File: config.mk
export PLATFORM = sky130hd
export DESIGN_NAME = seg7_scan_driver
export DESIGN_NICKNAME = d
export VERILOG_FILES = /design/src/rtl/seg7_pkg.sv /design/src/rtl/seg7_decode.sv /design/src/rtl/seg7_scan_driver.sv
export SDC_FILE = /design/constraint.sdc
export NUM_CORES = 1
export LEC_CHECK = 0
export BUFFER_PORTS_ARGS = -buffer_cell sky130_fd_sc_hd__buf_2
export CAP_MARGIN = 25
export CORE_MARGIN = 2
export CORE_UTILIZATION = 62
export DETAILED_ROUTE_END_ITERATION = 8
export PLACE_DENSITY = 0.85
export SLEW_MARGIN = 0
export SYNTH_ARGS = -nofsm -noshare
export SYNTH_HDL_FRONTEND = slang
export SYNTH_SLANG_ARGS = --single-unit
export TNS_END_PERCENT = 50
File: constraint.sdc
create_clock -name CLK -period 6.6 [get_ports CLK]
set_input_delay 1.32 -clock CLK [delete_from_list [all_inputs] [get_ports CLK]]
set_output_delay 1.32 -clock CLK [all_outputs]
set_load 0.005 [all_outputs]
File: src/rtl/seg7_pkg.sv
// Shared 7-segment constants and the BCD-to-segment decode table.
// Segment vectors are {g,f,e,d,c,b,a}, active-low.
package seg7_pkg;

  localparam logic [6:0] SEG_OFF  = 7'h7F;
  localparam logic [6:0] SEG_DASH = 7'b0111111;

  // Non-decimal nibbles show a dash so that bad upstream data is visible.
  function automatic logic [6:0] bcd_to_seg(input logic [3:0] nibble);
    case (nibble)
      4'd0:    return 7'b1000000;
      4'd1:    return 7'b1111001;
      4'd2:    return 7'b0100100;
      4'd3:    return 7'b0110000;
      4'd4:    return 7'b0011001;
      4'd5:    return 7'b0010010;
      4'd6:    return 7'b0000010;
      4'd7:    return 7'b1111000;
      4'd8:    return 7'b0000000;
      4'd9:    return 7'b0010000;
      default: return SEG_DASH;
    endcase
  endfunction

endpackage

File: src/rtl/seg7_decode.sv
// Combinational nibble to {g,f,e,d,c,b,a} active-low decoder.
// Reusable by any display block that drives a 7-segment bus.
module seg7_decode
  import seg7_pkg::*;
(
  input  logic [3:0] nibble,
  output logic [6:0] seg
);

  assign seg = bcd_to_seg(nibble);

endmodule

File: src/rtl/seg7_scan_driver.sv
// Multiplexed common-anode 7-segment driver: prescaler, digit scan, per-frame
// snapshot, guard interval, leading-zero blanking and registered outputs.
module seg7_scan_driver
  import seg7_pkg::*;
#(
  parameter int NUM_DIGITS   = 4,
  parameter int REFRESH_DIV  = 50000,
  parameter int GUARD_CYCLES = 2
) (
  input  logic                    CLK,
  input  logic                    RST,
  input  logic [4*NUM_DIGITS-1:0] BCD,
  input  logic [NUM_DIGITS-1:0]   DP_EN,
  input  logic                    BLANK_LZ,
  input  logic                    DISP_EN,
  output logic [NUM_DIGITS-1:0]   AN,
  output logic [6:0]              SEG,
  output logic                    DP
);

  localparam int PW = (REFRESH_DIV > 1) ? $clog2(REFRESH_DIV) : 1;
  localparam int IW = $clog2(NUM_DIGITS);
  localparam logic [PW-1:0] P_LAST  = PW'(REFRESH_DIV - 1);
  localparam logic [PW-1:0] P_GUARD = PW'(GUARD_CYCLES);
  localparam logic [IW-1:0] I_LAST  = IW'(NUM_DIGITS - 1);

  logic [PW-1:0]           p_q, p_d;
  logic [IW-1:0]           i_q, i_d;
  logic [4*NUM_DIGITS-1:0] bcd_q, bcd_d;
  logic [NUM_DIGITS-1:0]   dp_en_q, dp_en_d;
  logic                    blz_q, blz_d;
  logic                    p_wrap, frame_end;

  logic [NUM_DIGITS-1:0]   blank;
  logic                    zero_run;
  logic [3:0]              digit;
  logic [6:0]              digit_seg;
  logic                    lit;
  logic [NUM_DIGITS-1:0]   an_d;
  logic [6:0]              seg_d;
  logic                    dp_d;

  // Next-state: prescaler, scan index and frame-end snapshot.
  always_comb begin
    p_wrap    = (p_q == P_LAST);
    frame_end = p_wrap && (i_q == I_LAST);
    p_d       = p_wrap ? '0 : p_q + 1'b1;
    i_d       = i_q;
    if (p_wrap) begin
      i_d = (i_q == I_LAST) ? '0 : i_q + 1'b1;
    end
    bcd_d   = frame_end ? BCD      : bcd_q;
    dp_en_d = frame_end ? DP_EN    : dp_en_q;
    blz_d   = frame_end ? BLANK_LZ : blz_q;
  end

  // A digit is blanked when it and every digit to its left are zero.
  always_comb begin
    blank    = '0;
    zero_run = blz_d;
    for (int k = NUM_DIGITS - 1; k >= 1; k--) begin
      zero_run = zero_run && (bcd_d[4*k +: 4] == 4'd0);
      blank[k] = zero_run;
    end
  end

  assign digit = bcd_d[{i_d, 2'b00} +: 4];

  seg7_decode u_decode (
    .nibble (digit),
    .seg    (digit_seg)
  );

  // Outputs are computed from post-edge state so they carry no extra lag.
  always_comb begin
    lit   = DISP_EN && (p_d >= P_GUARD) && !blank[i_d];
    an_d  = '1;
    seg_d = SEG_OFF;
    dp_d  = 1'b1;
    if (lit) begin
      an_d  = ~(NUM_DIGITS'(1) << i_d);
      seg_d = digit_seg;
      dp_d  = !dp_en_d[i_d];
    end
  end

  always_ff @(posedge CLK) begin
    if (RST) begin
      p_q     <= '0;
      i_q     <= '0;
      bcd_q   <= '0;
      dp_en_q <= '0;
      blz_q   <= 1'b0;
      AN      <= '1;
      SEG     <= SEG_OFF;
      DP      <= 1'b1;
    end else begin
      p_q     <= p_d;
      i_q     <= i_d;
      bcd_q   <= bcd_d;
      dp_en_q <= dp_en_d;
      blz_q   <= blz_d;
      AN      <= an_d;
      SEG     <= seg_d;
      DP      <= dp_d;
    end
  end

endmodule

# Yosys cells after proc, flatten, opt, wreduce, memory -nomap -nowiden
# Memories as Yosys holds them, arrays and structs flattened. A register that Yosys moved wholly into a read port is not among the register bits.
# Cells that the tools add are included.
[totals] n_memories=1 input_bits=24 mem_bits_rw=0 out_inout_bits=12 wordCells=40 latchBits=0 rom_bits=112 reg_bits=44
[memory_table] name="(no name shown)" depth=16 word_bits=7 read_ports=1 rd_ports_with_merged_regs=1 write_ports=0 line_no="seg7_pkg.sv:10" source="case (nibble)"
[classes] shift=2 bitwise=2 addsub=2 n_mul=0 div=0 eq_ne=2 n_reduce_logical=12 n_lt_le_gt_ge=2 mux=10
[ops] operator="two-way mux 16 bit" n=2
[ops] operator="adder 16 x 1 -> 16 bit, second input constant" n=1
[ops] operator="equality test 16 bit, second input constant" n=1
[ops] operator=">= comparator 16 x 2 -> 1 bit, second input constant" n=1
[ops] operator="indexed part select 16 x 5 -> 4 bit" n=1
[ops] operator="zero test 4 bit" n=3
[ops] operator="logical AND 1 bit" n=6
[ops] operator="binary-select mux 1 bit (select 2 bit)" n=2
[ops] operator="two-way mux 2 bit" n=2
[ops] operator="two-way mux 4 bit" n=1
[ops] operator="inverter 4 bit" n=1
[ops] operator="left shift 1 x 2 -> 4 bit, first input constant" n=1
[ops] operator="< comparator 2 x 3 -> 1 bit, second input constant" n=1
[ops] operator="two-way mux 1 bit" n=3
[ops] operator="adder 2 x 1 -> 2 bit, second input constant" n=1
[ops] operator="equality test 2 bit, second input constant" n=1
[ops] operator="zero test 1 bit" n=2
[ops] operator="OR reduction 2 bit" n=1
[ops] operator="inverter 1 bit" n=1

# Longest topological paths before layout
# Gate-level depths: netlist (run 1).
[logic_depth] depth_word=13 mapped_depth=16 mapped_depth_nobuf=13

# Cells and area by module
# A second synthesis (run 1) with hierarchy kept.
[hier_totals] hier_cells=323 area_unflattened_um2=2708.8
[modules_own_cells] mod="seg7_scan_driver" seq_area_each_um2=1021.0 cells_each=292 area_per_inst_um2=2468.6 n_inst=1
[modules_own_cells] mod="seg7_decode" seq_area_each_um2=0.0 cells_each=31 area_per_inst_um2=240.2 n_inst=1

# Worst setup path after synthesis (run 1)
# Ideal clock, no wire load.
[synth_timing] path_kind="register to register" from="register p_q[0]" to="register SEG[6]" required_time_ns=6.481 synth_period_minus_slack_ns=2.934 setup_time_ns=0.119 n_path_buf=3 arrival_ns=2.816 path_stages_with_launch=14 path_slack_ns=3.666 cell_sequence="dfxtp_1 > ha_1 > clkbuf_1 > and3_1 > buf_2 > and3_4 > buf_6 > mux2_2 > a2111oi_4 > inv_1 > ha_1 > mux2_2 > nand2_1 > nand2_1"
[synth_via] elab_chain_cells=13 word_cells_on_any_way=22 cone_classes="add/sub (1); order compare (1); eq/ne (1); shift (1); mux (6); bitwise (1); reduce/logical (11)"
[synth_rtl] item="start, declared" line_no="seg7_scan_driver.sv:27" source="logic [PW-1:0] p_q, p_d;"
[synth_rtl] item="start signal, assigned" line_no="seg7_scan_driver.sv:98" source="p_q <= p_d;"
[synth_rtl] item="branches (longest 13 deep; another with adder 16 x 1 -> 16 bit)"
[synth_rtl] item="end, declared" line_no="seg7_scan_driver.sv:17" source="output logic [6:0] SEG,"
# Several ways; the timed one is not identified. The select of a mux whose other input is x is not followed.
# A chain may end at the register's enable or synchronous reset.

# Final worst setup path (run 1)
[layout_timing] from="register p_q[6]" to="register DP"
[layout_via] elab_chain_cells=13 word_cells_on_any_way=25 cone_classes="add/sub (1); order compare (1); eq/ne (1); mux (9); bitwise (1); reduce/logical (12)"
[layout_rtl] item="branches (longest 13 deep; another with adder 16 x 1 -> 16 bit)"
[layout_rtl] item="end signal, assigned" line_no="seg7_scan_driver.sv:105" source="DP <= dp_d;"
[layout_rtl] item="end, declared" line_no="seg7_scan_driver.sv:18" source="output logic DP"
# Several ways; the timed one is not identified. The select of a mux whose other input is x is not followed.

==> flow_metrics.py, run 1 <==
metrics = {
    "power_and_ir_drop": {
        "power_density_mw_per_mm2": 189.0,
        "p_clk_frac": 0.394,
        "switching_share": 0.2098,
        "sequentialPowerShare": 0.555,
        "pwr-share-comb": 0.051,
        "ir_drop_mv": 0.1051,
        "p_leak_nw": 1.113,
        "netSwitchingPower_mw": 0.1191,
        "power.internal_mw": 0.4485,
    },
    "timing": {
        "rsz0062_at_grt": "no",
        "finalClockSkew_ps": 12.13,
        "final_max_slew_viol_count": 0,
        "worst_slew_pin_slew_ps": 1039,
        "slew_headroom": 0.3057,
        "setup-tns-final_ps": 0,
        "setup_viol": 0,
        "fin_crit_sh": 0.5594,
        "hold_violations": 0,
        "fin_ws_ps": 2908,
        "fmax_ghz": 0.2709,
        "min_period_ps": 3692,
    },
    "critical_path": {
        "crit_chain": "nor3b_1, nand4_1, nor2_1, mux2i_1, nand4b_1, a2bb2oi_1, a2111oi_2, o211ai_1",
        "end_kind": "flip-flop",
        "max_stage_delay_ps": 940,
        "reg2reg_slack_ps": 2910,
        "critical_path_class": "reg2reg",
        "r2r_cells": 8,
        "cp-start-kind": "flip-flop",
        "rr_endpoint": "DP",
        "crit_path_top_delay_cell": "a2111oi_2",
        "cp_max_fo": 16,
        "timing.rr.start": "p_q[6]",
        "cp_data_arrival_time_ps": 3840,
        "cp_data_required_time_ps": 6750,
    },
    "final_layout": {
        "drive_gt1_frac": 0.1614,
        "nets": 378,
        "register_area_mm2": 0.001021,
        "syn2layout_area_growth_pct": 9.041,
        "final_common_cell": "dfxtp_1",
        "fill_cells": 367,
        "diodes": 0,
        "multiInputGateArea_mm2": 0.001598,
        "final_area_mm2": 0.003003,
        "final_cell_mix": "dfxtp_1 (51), nand2_1 (38), buf_2 (35), nor2_1 (32), o21ai_0 (18)",
    },
    "cts": {
        "cts_max_level": 2,
        "clockBufferDepth": 2,
        "clk-insertion-delay-late_ps": 310,
        "postCtsHoldBufs": 0,
        "cts_resized": 0,
        "root_buffer": "clkbuf_8",
        "cts.sinks": 51,
        "cts_tree": "built",
        "clkTransAtPathRegs_ps": 90,
        "postCtsSetupBuffers": 0,
        "numCtsBuffers": 5,
    },
    "global_route": {
        "first_global_vias": 2169,
        "busiest_layer": "met2",
        "grt_use_met2": 0.4140,
        "use_met3": 0.04131,
        "grt_pass1_wl_mm": 10.32,
        "met1_usage": 0.3532,
        "grt_max_degree": 32,
        "grt_overflow": 0,
        "antenna_found_initial": 0,
        "grtUsageTotal": 0.2582,
    },
    "floorplan": {
        "core-area_mm2": 0.004324,
        "num_rows": 24,
        "dieArea_mm2": 0.004991,
        "ios": 36,
        "start_util": 0.6369,
        "die_h_um": 70.65,
        "die_x_um": 70.65,
    },
    "placement": {
        "port_buffers": 35,
        "routabilityCongestion": 0.9174,
        "dpl.hpwl_mm": 4.470,
        "post_dp_cell_area_mm2": 0.002885,
        "place_ws_ps": 3002,
    },
    "detailed_routing": {
        "drt_iter0_markers": 166,
        "wl_per_cell_um": 15.37,
        "wirelength_mm": 6.134,
        "drt-vias-per-instance": 6.073,
        "drc": 0,
        "drtAntennaViolNets": 0,
        "num_vias": 2423,
        "first_pass_iters": 4,
    },
    "synth": {
        "ys_seq_area_frac": 0.3707,
        "synth_ff_type": "dfxtp_1",
        "synth_warnings": 0,
        "ys_types": 50,
        "postSynthCellCount": 326,
        "synth_edf_count": 0,
        "syn_area_per_cell_um2": 8.448,
        "ys_seq_elements": 51,
        "async_reset_ff_frac": 0,
        "synthesis.area_mm2": 0.002754,
        "syn_nets": 358,
    },
    "min_path": {
        "min-delay-start": "blz_q",
        "min_to": "blz_q",
        "holdPathStages": 2,
        "hp-class": "reg2reg",
    },
    "job": {
        "cap_violations": 0,
    },
    "outcome": {
        "outcome": "finished, final reports clean",
    },
}
[metal layers]
metal  vias to the layer above  part of all wire
met1                      1122              0.45
met3                        11             0.071
li1                       1192                 -
met5                         -                 0
met2                        98              0.46
met4                         0             0.017
[worst max-delay path by stage]
stage,from,cells past startpoint,slack [ps],end
CTS,p_q[6],8,2950,DP
finish,p_q[6],8,2910,DP
global route,p_q[6],8,2410,DP
global placement,p_q[6],8,3060,DP
floorplan,p_q[0],13,3670,SEG[6]
detailed placement,p_q[6],8,3000,DP
[synthesized netlist by cell type, types with 3 or more instances]
| cell type | number | area share |
|---|---|---|
| a2111oi_4 | 3 | 0.030 |
| nor2b_1 | 7 | 0.016 |
| inv_1 | 7 | 0.0095 |
| a211oi_1 | 4 | 0.011 |
| and2_1 | 6 | 0.014 |
| mux2i_1 | 6 | 0.022 |
| and3_1 | 6 | 0.014 |
| nor3b_1 | 3 | 0.0082 |
| mux2_2 | 3 | 0.012 |
| xor2_1 | 6 | 0.019 |
| clkbuf_1 | 10 | 0.014 |
| nand3_1 | 11 | 0.020 |
| a22oi_1 | 10 | 0.027 |
| nand2b_1 | 3 | 0.0068 |
| nor3_1 | 7 | 0.013 |
| o21ai_0 | 18 | 0.033 |
| dfxtp_1 | 51 | 0.37 |
| nor2_1 | 32 | 0.044 |
| nand4_1 | 12 | 0.027 |
| or4_1 | 3 | 0.0082 |
| nand2_1 | 38 | 0.052 |
| a21oi_1 | 15 | 0.027 |
| ha_1 | 8 | 0.036 |
| a31oi_1 | 4 | 0.0091 |
| o21ai_1 | 4 | 0.0073 |
| buf_2 | 8 | 0.015 |
| xnor2_1 | 10 | 0.032 |
[registers in the layout, summed over array words and instances (netlist names)]
signal,flops
dp_en_q,4
SEG,7
blz_q,1
p_q,16
DP,1
bcd_q,16
i_q,2
AN,4
[cell type report]
cell class,count,area share
Multi-Input combinational cell,246,0.5321
Sequential cell,51,0.3400
Timing Repair Buffer,35,0.05833
Clock buffer,6,0.02750
Tap cell,52,0.02167
Clock inverter,2,0.01167
Inverter,7,0.008750
[cells by family (layout without fill, tap and decap cells)]
group           Yosys count  in the layout  synth area share
compound gates           70             70            0.1876
xor+xnor                 16             16           0.05088
fa+ha+maj                 8              8           0.03635
buf+inv                  29             50           0.04907
flops                    51             51            0.3707
mux                      11             11           0.04498
simple gates            141            141            0.2603
[worst max-delay path: cells and delay by family (launching register included)]
family | cells | cell delay [ps]
DFF | 1 | 450
AOI/OAI and AO/OA | 3 | 1200
and+or+nand+nor | 4 | 1400
muxes | 1 | 480
[power groups by stage]
stage	clock, mW	sequential, mW	combinational [mW]
floorplan	0	0.322	0.0148
global placement	0	0.322	0.0288
detailed placement	0	0.322	0.0288
CTS	0.225	0.315	0.0289
global route	0.237	0.316	0.0322
finish	0.224	0.315	0.0289
[stage by stage]
stage,hold slack [ps],power (mW),util,std cells
floorplan,429.5,0.3370,-,326
global placement,443.8,0.3510,0.6672,391
detailed placement,449.5,0.3512,0.6672,391
CTS,461.5,0.5693,0.6944,399
global route,502.9,0.5852,0.6944,399
finish,457.2,0.5676,0.6944,399
Power figures use the tool's default switching activity.
==> run 2: changes to the inputs <==
--- a/config.mk
+++ b/config.mk
@@ -8,9 +8,9 @@
 export BUFFER_PORTS_ARGS = -buffer_cell sky130_fd_sc_hd__buf_2
 export CAP_MARGIN = 25
 export CORE_MARGIN = 2
-export CORE_UTILIZATION = 62
+export CORE_UTILIZATION = 52
 export DETAILED_ROUTE_END_ITERATION = 8
-export PLACE_DENSITY = 0.85
+export PLACE_DENSITY = 0.76
 export SLEW_MARGIN = 0
 export SYNTH_ARGS = -nofsm -noshare
 export SYNTH_HDL_FRONTEND = slang
==> constraint.sdc (replaced) <==
create_clock -name CLK -period 3.1 [get_ports CLK]
set_input_delay 0.62 -clock CLK [delete_from_list [all_inputs] [get_ports CLK]]
set_output_delay 0.62 -clock CLK [all_outputs]
set_load 0.005 [all_outputs]
==> run 2 against run 1 <==
Against the previous run: clock skew is essentially flat; non-clock buffer count grew 14; final cell count grew 8.0%; design area grew 5.0%; clock power grew 150%; die area grew 18%; core utilization shrank 7.7 points; total power grew 130%; largest power group unchanged; sequential power grew 110%; fmax grew 30%; critical endpoint is now SEG[6].
==> flow_metrics.py, run 2 (synthesis gave the netlist of run 1 again) <==
metrics = {
    "outcome": {
        "outcome": "finished, final reports clean",
    },
    "power_and_ir_drop": {
        "p_clk_frac": 0.428,
        "switching_share": 0.2083,
        "ir_drop_mv": 0.3143,
        "sequentialPowerShare": 0.522,
        "pwr-share-comb": 0.050,
        "power_density_mw_per_mm2": 407.5,
        "p_leak_nw": 1.189,
        "netSwitchingPower_mw": 0.2678,
        "power.internal_mw": 1.018,
    },
    "critical_path": {
        "reg2reg_slack_ps": 260,
        "rr_endpoint": "SEG[6]",
        "timing.rr.start": "p_q[0]",
        "cp-start-kind": "flip-flop",
        "crit_chain": "ha_1, and3_1, nand2_1, o21ai_0, a22oi_1, a2111oi_4, inv_1, ha_1, mux2_2, nand2_1, nand2_1",
        "r2r_cells": 11,
        "path_delay_family": "compound AO/OA/AOI/OAI gates",
        "cp_max_fo": 10,
        "cp_data_required_time_ps": 3310,
        "end_kind": "flip-flop",
        "crit_path_top_delay_cell": "dfxtp_1",
        "cp_data_arrival_time_ps": 3060,
        "max_stage_delay_ps": 380,
        "path_buf_inv": 1,
        "path_common_cell": "nand2_1",
        "critical_path_class": "reg2reg",
    },
    "floorplan": {
        "ios": 36,
        "dieArea_mm2": 0.005894,
        "die_h_um": 76.78,
        "num_rows": 26,
        "die_x_um": 76.78,
        "start_util": 0.5392,
        "core-area_mm2": 0.005107,
    },
    "global_route": {
        "first_global_vias": 2247,
        "grtUsageTotal": 0.2210,
        "grt_max_degree": 32,
        "grt_overflow": 0,
        "antenna_found_initial": 0,
        "grt_pass1_wl_mm": 10.62,
    },
    "final_layout": {
        "final_cell_mix": "dfxtp_1 (51), nand2_1 (38), buf_2 (35), nor2_1 (32), o21ai_0 (18)",
        "drive_gt1_frac": 0.1967,
        "diodes": 0,
        "nets": 392,
        "reg_top3": "bcd_q: 16 flops, p_q: 16 flops, SEG: 7 flops",
        "fin_cells": 431,
        "syn2layout_area_growth_pct": 14.54,
        "final_common_cell": "dfxtp_1",
    },
    "timing": {
        "final_max_slew_viol_count": 0,
        "finalClockSkew_ps": 11.88,
        "min_period_ps": 2844,
        "slew_headroom": 0.5918,
        "worst_slew_pin_slew_ps": 612.2,
        "fmax_ghz": 0.3517,
        "rsz0062_at_grt": "no",
        "hold_violations": 0,
        "setup-tns-final_ps": 0,
        "fin_crit_sh": 0.9173,
        "setup_viol": 0,
    },
    "detailed_routing": {
        "wl_per_cell_um": 14.74,
        "drt_iter0_markers": 148,
        "drt-met1-wl_mm": 3.121,
        "wl_met2_mm": 2.813,
        "wirelength_mm": 6.352,
        "drc": 0,
        "highest-signal-layer": "met4",
        "drt-vias-per-instance": 5.645,
        "drtAntennaViolNets": 0,
        "first_pass_iters": 4,
        "num_vias": 2433,
        "wl_met3_um": 286,
    },
    "min_path": {
        "holdPathStages": 2,
        "min_to": "blz_q",
        "min-delay-start": "blz_q",
        "hp-class": "reg2reg",
    },
    "cts": {
        "root_buffer": "clkbuf_8",
        "cts_max_level": 2,
        "cts.sinks": 51,
        "clk-insertion-delay-late_ps": 310,
        "clockBufferDepth": 2,
        "clkTransAtPathRegs_ps": 100,
        "numCtsBuffers": 5,
        "cts_tree": "built",
        "postCtsSetupBuffers": 0,
    },
    "job": {
        "cap_violations": 0,
    },
    "placement": {
        "routabilityCongestion": 0.9273,
        "port_buffers": 35,
        "numPlacedInstances": 423,
        "dpl.hpwl_mm": 4.669,
    },
}
==> run 2: repair_timing <==
action,CTS,global route
hold endpoints to repair,0,0
setup endpoints to repair,0,2
resized for setup,0,1
hold buffers,0,0
==> run 2: routing by layer <==
metal | vias up | global-route usage
li1 | 1234 | -
met1 | 1118 | 0.3171
met2 | 69 | 0.3316
met3 | 12 | 0.03765
met4 | 0 | 0.08182
met5 | - | 0
==> run 2: per-stage QoR <==
step	instance area (µm²)	utilization	power, mW	hold WS (ps)	worst slack, ps
after floorplan	2754	-	0.7174	429.5	165.6
after CTS	3149	0.6166	1.293	467.1	200.5
after global placement	3013	0.5899	0.7497	441.4	264.6
after global routing	3154	0.6176	1.327	481.7	3.187
final	3154	0.6176	1.285	462.9	256.3
after detailed placement	3013	0.5899	0.7506	449.8	228.4
==> run 2: worst register-to-register path: stages, from the launching register on <==
cell and delay [ps]:
dfxtp_1 380, ha_1 210, and3_1 350, nand2_1 280, o21ai_0 320, a22oi_1 190
a2111oi_4 330, inv_1 110, ha_1 220, mux2_2 260, nand2_1 60, nand2_1 50
==> run 2: area by class of cell <==
type	count	area, µm²
tap	70	87.58
inverter	7	26.28
timing repair buffer	49	280.3
multi-input combinational	246	1603
sequential	51	1021
clock buffer	5	68.82
clock inverter	3	67.56
fill	454	1953
==> run 2: power by group through the flow <==
stage                     Sequential (mW)  Combinational (mW)  Clock [mW]
after floorplan                     0.686              0.0315           0
after global placement              0.686              0.0638           0
after detailed placement            0.686              0.0643           0
after CTS                           0.671              0.0645       0.557
after global routing                0.673              0.0714       0.583
final                               0.671              0.0643       0.550
==> run 2: worst max-delay path by stage <==
stage / cells after the start / from / endpoint / slack [ps]
2_1_floorplan: 13 / p_q[0] / SEG[6] / 170
3_3_place_gp: 13 / p_q[6] / SEG[5] / 260
3_5_place_dp: 13 / p_q[6] / SEG[5] / 230
4_1_cts: 13 / p_q[6] / SEG[5] / 200
5_1_grt: 11 / p_q[0] / SEG[6] / 3
6_report: 11 / p_q[0] / SEG[6] / 260
